## src/rtl/mem_stage_ctrl_if.sv

```systemverilog
// MEM-stage controller bus: pipeline request/response plus line-wide memory port.
// The controller sits on the slave modport; the pipeline/memory model drives master.
interface mem_stage_ctrl_if #(
   parameter int ADDR_W     = 16,
   parameter int LINE_BYTES = 16,
   parameter int OFF_W      = $clog2(LINE_BYTES)
);
   logic                      req_read;
   logic                      req_write;
   logic                      req_indirect;
   logic                      req_byte;
   logic [ADDR_W-1:0]         req_addr;
   logic [15:0]               req_wdata;
   logic                      mem_resp;
   logic [LINE_BYTES*8-1:0]   mem_rdata;
   logic                      mem_read;
   logic                      mem_write;
   logic [ADDR_W-OFF_W-1:0]   mem_address;
   logic [LINE_BYTES*8-1:0]   mem_wdata;
   logic [LINE_BYTES-1:0]     mem_sel;
   logic [15:0]               rdata;
   logic                      stall;
   logic                      done;
   logic                      timeout_err;

   modport slave (
      input  req_read, req_write, req_indirect, req_byte, req_addr, req_wdata,
             mem_resp, mem_rdata,
      output mem_read, mem_write, mem_address, mem_wdata, mem_sel,
             rdata, stall, done, timeout_err
   );

   modport master (
      output req_read, req_write, req_indirect, req_byte, req_addr, req_wdata,
             mem_resp, mem_rdata,
      input  mem_read, mem_write, mem_address, mem_wdata, mem_sel,
             rdata, stall, done, timeout_err
   );
endinterface

```

## src/rtl/mem_stage_ctrl.sv

```systemverilog
// MEM-stage load/store controller with pointer-chasing LDI/STI over a line-wide memory port.
// Optional watchdog enabled by defining MEM_STAGE_CTRL_TIMEOUT_EN.
module mem_stage_ctrl #(
   parameter int ADDR_W         = 16,
   parameter int LINE_BYTES     = 16,
   parameter int OFF_W          = $clog2(LINE_BYTES),
   parameter int IND_DEPTH      = 1,
   parameter int TIMEOUT_CYCLES = 255
) (
   input  logic           clk,
   input  logic           reset,
   mem_stage_ctrl_if.slave bus
);
   typedef enum logic [1:0] {IDLE, IND, ACCESS} state_t;

   state_t            state;
   logic [1:0]        lvl;
   logic [ADDR_W-1:0] ptr;

   logic              req_valid, in_ind, in_acc, outstanding;
   logic [ADDR_W-1:0] cur_addr;
   logic [OFF_W-1:0]  off, widx;
   logic [15:0]       word_rd, wr_word;
   logic [7:0]        byte_rd;

   assign req_valid = bus.req_read | bus.req_write;
   // Pointer phase starts straight from IDLE so the first read goes out without a bubble.
   assign in_ind = req_valid && bus.req_indirect && (state == IDLE || state == IND);
   assign in_acc = req_valid && (state == ACCESS || (state == IDLE && !bus.req_indirect));
   assign outstanding = in_ind | in_acc;

   always_comb begin
      cur_addr = bus.req_addr;
      if (state == ACCESS && bus.req_indirect)
         cur_addr = ptr;
      else if (state == IND && lvl != 2'd0)
         cur_addr = ptr;
   end

   assign off  = cur_addr[OFF_W-1:0];
   assign widx = off >> 1;

   always_comb begin
      word_rd = '0;
      for (int i = 0; i < LINE_BYTES/2; i++)
         if (widx == OFF_W'(i))
            word_rd = bus.mem_rdata[i*16 +: 16];
   end

   assign byte_rd = off[0] ? word_rd[15:8] : word_rd[7:0];
   assign wr_word = bus.req_byte ? {2{bus.req_wdata[7:0]}} : bus.req_wdata;

   always_comb begin
      bus.mem_sel = '0;
      for (int i = 0; i < LINE_BYTES; i++)
         bus.mem_sel[i] = (in_acc && bus.req_byte) ? (off == OFF_W'(i))
                                                   : (widx == OFF_W'(i/2));
   end

   assign bus.mem_address = cur_addr[ADDR_W-1:OFF_W];
   assign bus.mem_wdata   = {(LINE_BYTES/2){wr_word}};
   assign bus.rdata       = bus.req_byte ? {8'h00, byte_rd} : word_rd;
   // Store wins over load when both are raised.
   assign bus.mem_read    = !reset && (in_ind || (in_acc && !bus.req_write));
   assign bus.mem_write   = !reset && in_acc && bus.req_write;
   assign bus.done        = !reset && in_acc && bus.mem_resp;
   assign bus.stall       = !reset && req_valid && !(in_acc && bus.mem_resp);

   always_ff @(posedge clk or posedge reset) begin
      if (reset) begin
         state <= IDLE;
         lvl   <= 2'd0;
         ptr   <= '0;
      end else if (in_ind && bus.mem_resp) begin
         ptr <= ADDR_W'({word_rd[15:1], 1'b0});
         if (lvl == 2'(IND_DEPTH-1)) begin
            state <= ACCESS;
         end else begin
            lvl   <= lvl + 2'd1;
            state <= IND;
         end
      end else if (in_ind) begin
         state <= IND;
      end else if (in_acc && bus.mem_resp) begin
         state <= IDLE;
         lvl   <= 2'd0;
      end else if (in_acc) begin
         state <= ACCESS;
      end else if (!req_valid) begin
         state <= IDLE;
         lvl   <= 2'd0;
      end
   end

`ifdef MEM_STAGE_CTRL_TIMEOUT_EN
   localparam int TO_W = $clog2(TIMEOUT_CYCLES + 1);
   logic [TO_W-1:0] to_cnt;
   logic            to_err;

   // Counts back-to-back unanswered cycles across all phases; any mem_resp rearms it.
   always_ff @(posedge clk or posedge reset) begin
      if (reset) begin
         to_cnt <= '0;
         to_err <= 1'b0;
      end else if (outstanding && !bus.mem_resp) begin
         if (to_cnt != TO_W'(TIMEOUT_CYCLES))
            to_cnt <= to_cnt + 1'b1;
         if (to_cnt == TO_W'(TIMEOUT_CYCLES - 1))
            to_err <= 1'b1;
      end else begin
         to_cnt <= '0;
      end
   end

   assign bus.timeout_err = to_err;
`else
   assign bus.timeout_err = 1'b0;
`endif
endmodule
```

## src/flat_wrapper.sv

```systemverilog
// flat-port wrapper written by rule: the top's interface ports become plain ports
module mem_stage_ctrl_flat 
#(
   parameter int ADDR_W         = 16,
   parameter int LINE_BYTES     = 16,
   parameter int OFF_W          = $clog2(LINE_BYTES),
   parameter int IND_DEPTH      = 1,
   parameter int TIMEOUT_CYCLES = 255
)
  (clk, reset, bus_req_read, bus_req_write, bus_req_indirect, bus_req_byte, bus_req_addr, bus_req_wdata, bus_mem_resp, bus_mem_rdata, bus_mem_read, bus_mem_write, bus_mem_address, bus_mem_wdata, bus_mem_sel, bus_rdata, bus_stall, bus_done, bus_timeout_err);
  mem_stage_ctrl_if #(.ADDR_W(ADDR_W), .LINE_BYTES(LINE_BYTES), .OFF_W(OFF_W)) bus_i ();
  input  logic clk;
  input  logic reset;
  input wire logic [$bits(bus_i.req_read)-1:0] bus_req_read;
  input wire logic [$bits(bus_i.req_write)-1:0] bus_req_write;
  input wire logic [$bits(bus_i.req_indirect)-1:0] bus_req_indirect;
  input wire logic [$bits(bus_i.req_byte)-1:0] bus_req_byte;
  input wire logic [$bits(bus_i.req_addr)-1:0] bus_req_addr;
  input wire logic [$bits(bus_i.req_wdata)-1:0] bus_req_wdata;
  input wire logic [$bits(bus_i.mem_resp)-1:0] bus_mem_resp;
  input wire logic [$bits(bus_i.mem_rdata)-1:0] bus_mem_rdata;
  output wire logic [$bits(bus_i.mem_read)-1:0] bus_mem_read;
  output wire logic [$bits(bus_i.mem_write)-1:0] bus_mem_write;
  output wire logic [$bits(bus_i.mem_address)-1:0] bus_mem_address;
  output wire logic [$bits(bus_i.mem_wdata)-1:0] bus_mem_wdata;
  output wire logic [$bits(bus_i.mem_sel)-1:0] bus_mem_sel;
  output wire logic [$bits(bus_i.rdata)-1:0] bus_rdata;
  output wire logic [$bits(bus_i.stall)-1:0] bus_stall;
  output wire logic [$bits(bus_i.done)-1:0] bus_done;
  output wire logic [$bits(bus_i.timeout_err)-1:0] bus_timeout_err;
  assign bus_i.req_read = bus_req_read;
  assign bus_i.req_write = bus_req_write;
  assign bus_i.req_indirect = bus_req_indirect;
  assign bus_i.req_byte = bus_req_byte;
  assign bus_i.req_addr = bus_req_addr;
  assign bus_i.req_wdata = bus_req_wdata;
  assign bus_i.mem_resp = bus_mem_resp;
  assign bus_i.mem_rdata = bus_mem_rdata;
  assign bus_mem_read = bus_i.mem_read;
  assign bus_mem_write = bus_i.mem_write;
  assign bus_mem_address = bus_i.mem_address;
  assign bus_mem_wdata = bus_i.mem_wdata;
  assign bus_mem_sel = bus_i.mem_sel;
  assign bus_rdata = bus_i.rdata;
  assign bus_stall = bus_i.stall;
  assign bus_done = bus_i.done;
  assign bus_timeout_err = bus_i.timeout_err;
  mem_stage_ctrl #(.ADDR_W(ADDR_W), .LINE_BYTES(LINE_BYTES), .OFF_W(OFF_W), .IND_DEPTH(IND_DEPTH), .TIMEOUT_CYCLES(TIMEOUT_CYCLES)) u_core (.clk(clk), .reset(reset), .bus(bus_i));
endmodule
```

## config.mk

```make
export PLATFORM = sky130hd
export DESIGN_NAME = mem_stage_ctrl_flat
export DESIGN_NICKNAME = d
export VERILOG_FILES = /design/src/rtl/mem_stage_ctrl_if.sv /design/src/rtl/mem_stage_ctrl.sv /design/src/flat_wrapper.sv
export SDC_FILE = /design/constraint.sdc
export NUM_CORES = 1
export LEC_CHECK = 0
export CAP_MARGIN = 20
export CORE_AREA = 3 3 131 133
export DETAILED_ROUTE_END_ITERATION = 6
export DIE_AREA = 0 0 134 136
export SLEW_MARGIN = 20
export SYNTH_ARGS = -nofsm -noshare
export SYNTH_HDL_FRONTEND = slang
export SYNTH_SLANG_ARGS = --single-unit
```

## constraint.sdc

```tcl
create_clock -name clk -period 7.1 [get_ports clk]
set_clock_uncertainty 0.1 [all_clocks]
set_input_delay 1.42 -clock clk [delete_from_list [all_inputs] [get_ports clk]]
set_output_delay 1.42 -clock clk [all_outputs]
set_load 0.005 [all_outputs]
```

## Word-level counts from Yosys, hierarchy flattened

Cells that the tools add are included.

- Bits in registers: 19
- Input port bits: 167
- Word-level logic and storage cells: 103

- $add $sub $neg: 1
- Equality and inequality tests: 29
- Mux-type cells: 40
- Bitwise gates (word level): 1
- Reduce and logical (&&, ||, !) cells: 29

Operators by type and width:

| operator | count |
|---|---|
| 16-bit two-way mux | 12 |
| 4-bit equality test (second input constant) | 8 |
| 2-bit two-way mux | 11 |
| 4-bit by 3-bit equality test with 1-bit output (second input constant) | 4 |
| 1-bit logical AND | 16 |
| 1-bit two-way mux | 16 |
| 3-bit equality test (second input constant) | 4 |
| 4-bit by 2-bit equality test with 1-bit output (second input constant) | 2 |
| 4-bit logical NOT | 2 |
| 8-bit two-way mux | 1 |
| 3-bit by 2-bit equality test with 1-bit output (second input constant) | 2 |
| 3-bit != test (second input constant) | 2 |
| 5-bit != test (second input constant) | 1 |
| 4-bit by 1-bit equality test with 1-bit output (second input constant) | 1 |
| 1-bit logical NOT | 4 |
| 2-bit logical NOT | 2 |
| 2-bit != test (second input constant) | 2 |
| 4-bit AND reduction | 1 |
| 3-bit by 1-bit equality test with 1-bit output (second input constant) | 1 |
| 1-bit logical OR | 3 |
| 2-bit by 1-bit adder with 2-bit output (second input constant) | 1 |
| 2-bit by 1-bit equality test with 1-bit output (second input constant) | 1 |
| 2-bit equality test (second input constant) | 1 |
| 2-bit nonzero test | 1 |
| 1-bit bitwise OR | 1 |

## Longest topological paths before layout

Gate-level depths: netlist of run 1.

- Depth after elaboration: 15
- Mapped depth: 12

## Worst setup path after synthesis of run 1

Ideal clock, no wire load.

- Path kind: input to output
- Start point: in bus_req_indirect
- End point: out bus_rdata[6]
- Data arrival time: 2906 ps
- Path slack: 2674 ps
- Stages on the path: 9
- Path buffers: 2
- Cells stage by stage: nand2b_1 > and3_1 > o21ai_2 > buf_4 > buf_6 > nand3_1 > a221oi_1 > a21oi_1 > o21ai_1

- Longest elaborated chain between the ends: 13

Ends and longest elaborated chain:

| element | line | text |
|---|---|---|
| from (decl) | flat_wrapper.sv:16 | `input wire logic [$bits(bus_i.req_indirect)-1:0] bus_req_indirect;` |
| 1-bit logical AND (*) | mem_stage_ctrl.sv:34 | `if (state == ACCESS && bus.req_indirect)` |
| 16-bit two-way mux (*) | mem_stage_ctrl.sv:34 |  |
| 4-bit logical NOT | mem_stage_ctrl.sv:46 | `if (widx == OFF_W'(i))` |
| 16-bit two-way mux (8 in a row) | mem_stage_ctrl.sv:46 |  |
| 8-bit two-way mux | mem_stage_ctrl.sv:50 | `assign byte_rd = off[0] ? word_rd[15:8] : word_rd[7:0];` |
| 16-bit two-way mux (*) | mem_stage_ctrl.sv:62 | `assign bus.rdata = bus.req_byte ? {8'h00, byte_rd} : word_rd;` |
| to (decl) | flat_wrapper.sv:27 | `output wire logic [$bits(bus_i.rdata)-1:0] bus_rdata;` |

Mark *: on every way between the ends. The rest lies on a longest branch, timed or not.

## Worst setup path after layout of run 1

- Start point: in bus_req_indirect
- End point: out bus_rdata[0]

The elaborated chain is that of the path after synthesis.

==> results of run 1 <==
[cell families after synthesis]
kind of cell | Yosys count | synth area share [%]
adder cells (fa/ha/maj) | 1 | 0.330
AND/OR/NAND/NOR | 121 | 14.7
flip-flops | 19 | 12.5
multiplexers | 99 | 27.9
other | 1 | 0.0988
AO/OA/AOI/OAI | 89 | 15.4
buffers and inverters | 155 | 29.1
[flip-flops by register name, summed over array words and instances (netlist names)]
name          flops
u_core.ptr       15
u_core.lvl        2
u_core.state      2
[final cells by class]
class / instances / area [um^2] / area share (%)
Tap cell: 216 / 270 / 4.12
Timing Repair Buffer: 351 / 3490 / 53.2
Sequential cell: 19 / 475 / 7.25
Clock buffer: 3 / 75.1 / 1.15
Inverter: 3 / 11.3 / 0.172
Multi-Input combinational cell: 311 / 2230 / 34.0
Clock inverter: 1 / 5.00 / 0.0763
[power groups by stage]
stage	Combinational, mW	Clock, mW	Sequential [mW]
6_report	1.00	0.116	0.193
5_1_grt	1.09	0.125	0.200
4_1_cts	1.02	0.119	0.193
3_5_place_dp	1.01	0	0.195
3_3_place_gp	0.996	0	0.195
2_1_floorplan	0.606	0	0.175
[synthesized netlist by cell type, types with 5 or more instances]
library cell,number,area [um^2]
a32oi_1,6,52.6
a21o_1,8,60.1
a21oi_1,26,130
nor2_1,41,154
a221oi_1,5,43.8
buf_2,12,60.1
buf_4,123,923
dfrtp_1,19,475
nand2_1,36,135
nor2b_1,11,68.8
mux2_4,7,105
clkbuf_1,9,33.8
o21ai_0,6,30.0
and3_1,14,87.6
a22oi_1,5,37.5
mux2_2,26,293
mux2i_1,65,651
nand3_1,7,35.0
o21ai_1,12,60.1
a2bb2oi_1,7,61.3
[critical path: cells and delay by family]
kind                   cells  cell delay, ps
buffers and inverters      2            1030
and+or+nand+nor            2             930
AOI/OAI and AO/OA          4             830
muxes                      1             390
[through the flow]
stage               total power [mW]  hold slack (ps)  utilization, %  cell area (um^2)  std cells
floorplan                      0.781              377               -              3800        485
global placement                1.19              395            40.6              6480        900
detailed placement              1.21              399            40.6              6480        900
CTS                             1.33              411            41.1              6560        904
global route                    1.41              434            41.1              6560        904
finish                          1.31              405            41.1              6560        904
[worst min-delay path by stage]
| stage | from | to | slack (ps) | cells past startpoint |
|---|---|---|---|---|
| final | u_core.ptr[14] | u_core.ptr[14] | 400 | 1 |
| after global placement | u_core.ptr[10] | u_core.ptr[10] | 400 | 1 |
| after CTS | u_core.ptr[14] | u_core.ptr[14] | 410 | 1 |
| after global routing | u_core.ptr[13] | u_core.ptr[13] | 430 | 1 |
| after detailed placement | u_core.ptr[14] | u_core.ptr[14] | 400 | 1 |
| after floorplan | u_core.ptr[11] | u_core.ptr[11] | 380 | 1 |
[layer usage]
metal | wire (um) | share of wire [%] | up-vias
li1 | - | - | 1982
met1 | 5660 | 35 | 1912
met2 | 8810 | 54 | 223
met3 | 1390 | 8.5 | 20
met4 | 420 | 2.6 | 0
met5 | 0 | 0 | -
==> parameters.txt, run 1 <==
Parameter                              Value

Status
  Result of the run ... finished clean

Synth
  Sequential cell area fraction in the yosys report ... between 10 and 15%
  Ys Warns ... 0
  Async S/R FF share, synth ... 100%
  Avg Cell Area, Syn ... 7.83 um^2
  Number of flops mapped to enable cells by yosys ... 0
  Post-synthesis sequential element count ... 19
  Number of standard cells after synthesis ... between 400 and 500
  Synthesized Nets ... roughly 650
  Post-synthesis cell type count ... 43
  Cell area after technology mapping ... 0.00380 mm^2
  Predominant post-synthesis flop cell ... dfrtp_1

Clock tree
  Clk_lat worst skew ... about 250 ps
  Clock Pin Slew Worst Setup and Hold Paths ... ~50 ps
  Master cell of the clock root buffer ... clkbuf_16
  Count of clock tree sinks ... 19
  Inserted Clock Buffers ... 3
  Cts repair resizes ... 0
  Setup Buffers After CTS ... 0
  Hold-fix buffers, CTS ... 0
  Clock tree from TritonCTS ... done
  Worst-case clock buffer depth ... 2
  H-tree lvl count ... 1

Route
  Final routed DRC violation total ... 0
  Vias after detailed routing ... ~4100
  Final routed wirelength across all metal layers ... 16300 um
  Number of nets with antenna violations after detailed routing ... 0
  Vias per std cell ... 4.58
  Initial drt markers ... 101
  Count of TritonRoute iterations in the first routing pass ... 4
  WL/cell ... 18.0 um

Global routing
  Met3 GRT Util ... ~4.0%
  Vias in the first global route ... 4234
  GR Layer Usage met1 ... between 10% and 20%
  Wire length of the first global-routing pass ... ~24000 um
  Global route hottest layer ... met2
  Antenna violations before repair ... 0
  Pin count of the biggest net entering global routing ... a little over 40
  M2 GR Usage ... 32.1%
  Tot GR Track Use ... around 16%
  Overflow left after global routing ... 0

Power
  Proportion of power drawn by flip-flops and latches ... between 10 and 15%
  Switching power of the nets ... 537 uW
  Max IR drop VDD ... ~90 uV
  Leak pwr ... ~2.7 nW
  Pwr dens ... 200 mW/mm^2
  Internal Pwr Total ... slightly below 800 uW
  Portion of total power attributed to the clock network ... around 9%
  Switching share of total power ... around 40%
  Comb pwr share ... 76.4%

Floorplanning
  Vertical die dimension ... between 100 and 150 um
  Io pins ... around 340
  Count of standard-cell rows ... between 40 and 50
  Core region area ... 0.0159 mm^2
  Starting Density ... 23.8%
  Horiz. Die Dim ... approximately 130 um
  DIE AREA ... ~0.018 mm^2

STA
  Max Clock Freq ... approximately 160 MHz
  Total Neg Setup Slack ... 0 ps
  Worst setup slack after layout ... about 970 ps
  Worst max-slew margin expressed relative to the limit ... between 40% and 50%
  Worst slew pin tran ... between 800 and 900 ps
  Hold violation count in the final report ... 0
  Share of the cycle needed by the critical path after routing ... roughly 86%
  Final worst path period need ... 6130 ps
  Final setup violation count ... 0
  RSZ-0062 raised after global routing ... false
  Final slew viol count ... 0

Worst setup path
  Crit path kind ... input pin to output port
  Capture instance of the worst register-to-register path ... u_core.ptr[8]
  Setup crit start kind ... input pin
  Depth of the most critical reg-to-reg path ... 10
  Critical path's slowest cell ... and3_2
  Crit-path cells ... clkdlybuf4s50_1 -> nor3b_1 -> o21ai_1 -> and3_2 -> mux2_1 -> o22a_1 -> a21oi_1 -> o21ai_1 -> clkdlybuf4s50_1
  Critical path origin ... bus_req_indirect
  Worst flop-to-flop path startpoint ... u_core.lvl[0]
  Worst reg2reg setup slack ... a little over 4000 ps
  Endpoint arrival time on the critical path ... 4610 ps
  Critical path fanouts, max ... 33
  Largest stage delay, worst path ... around 730 ps
  Endpoint required time on the critical path ... about 5600 ps
  Worst setup EP type ... output port
  Critical path capture point ... bus_rdata[0]

Worst hold path
  Hold Path Class ... register to register

Final layout
  Most frequent cells in the layout ... 342 x clkdlybuf4s50_1, 65 x mux2i_1, 40 x nor2_1
  Area added between synthesis and finish ... 72.7%
  Leading cell type in the layout, fill and taps excluded ... clkdlybuf4s50_1
  Antenna diode instance count ... 0
  Post-layout nets ... between 800 and 900
  Filler cells ... between 1500 and 2000
  Fraction of layout cells with a size suffix above 1 ... 7.12%

Place
  Dpl ws ... 937 ps
  DP Wirelength ... 13900 um
  IO buf count ... between 300 and 400
  Weighted congestion at the end of routability-driven global placement ... between 0.8 and 0.9

Run
  Max-capacitance violation count ... 0
Note: power is estimated with default switching activity, not from simulation.
==> run 2: changes to the inputs <==
SKIP_CTS_REPAIR_TIMING = 1   (was not set)
SLEW_MARGIN = not set   (was 20)
==> results of run 2 <==
No change in the layout: final DEF, timing and power equal those of run 1.
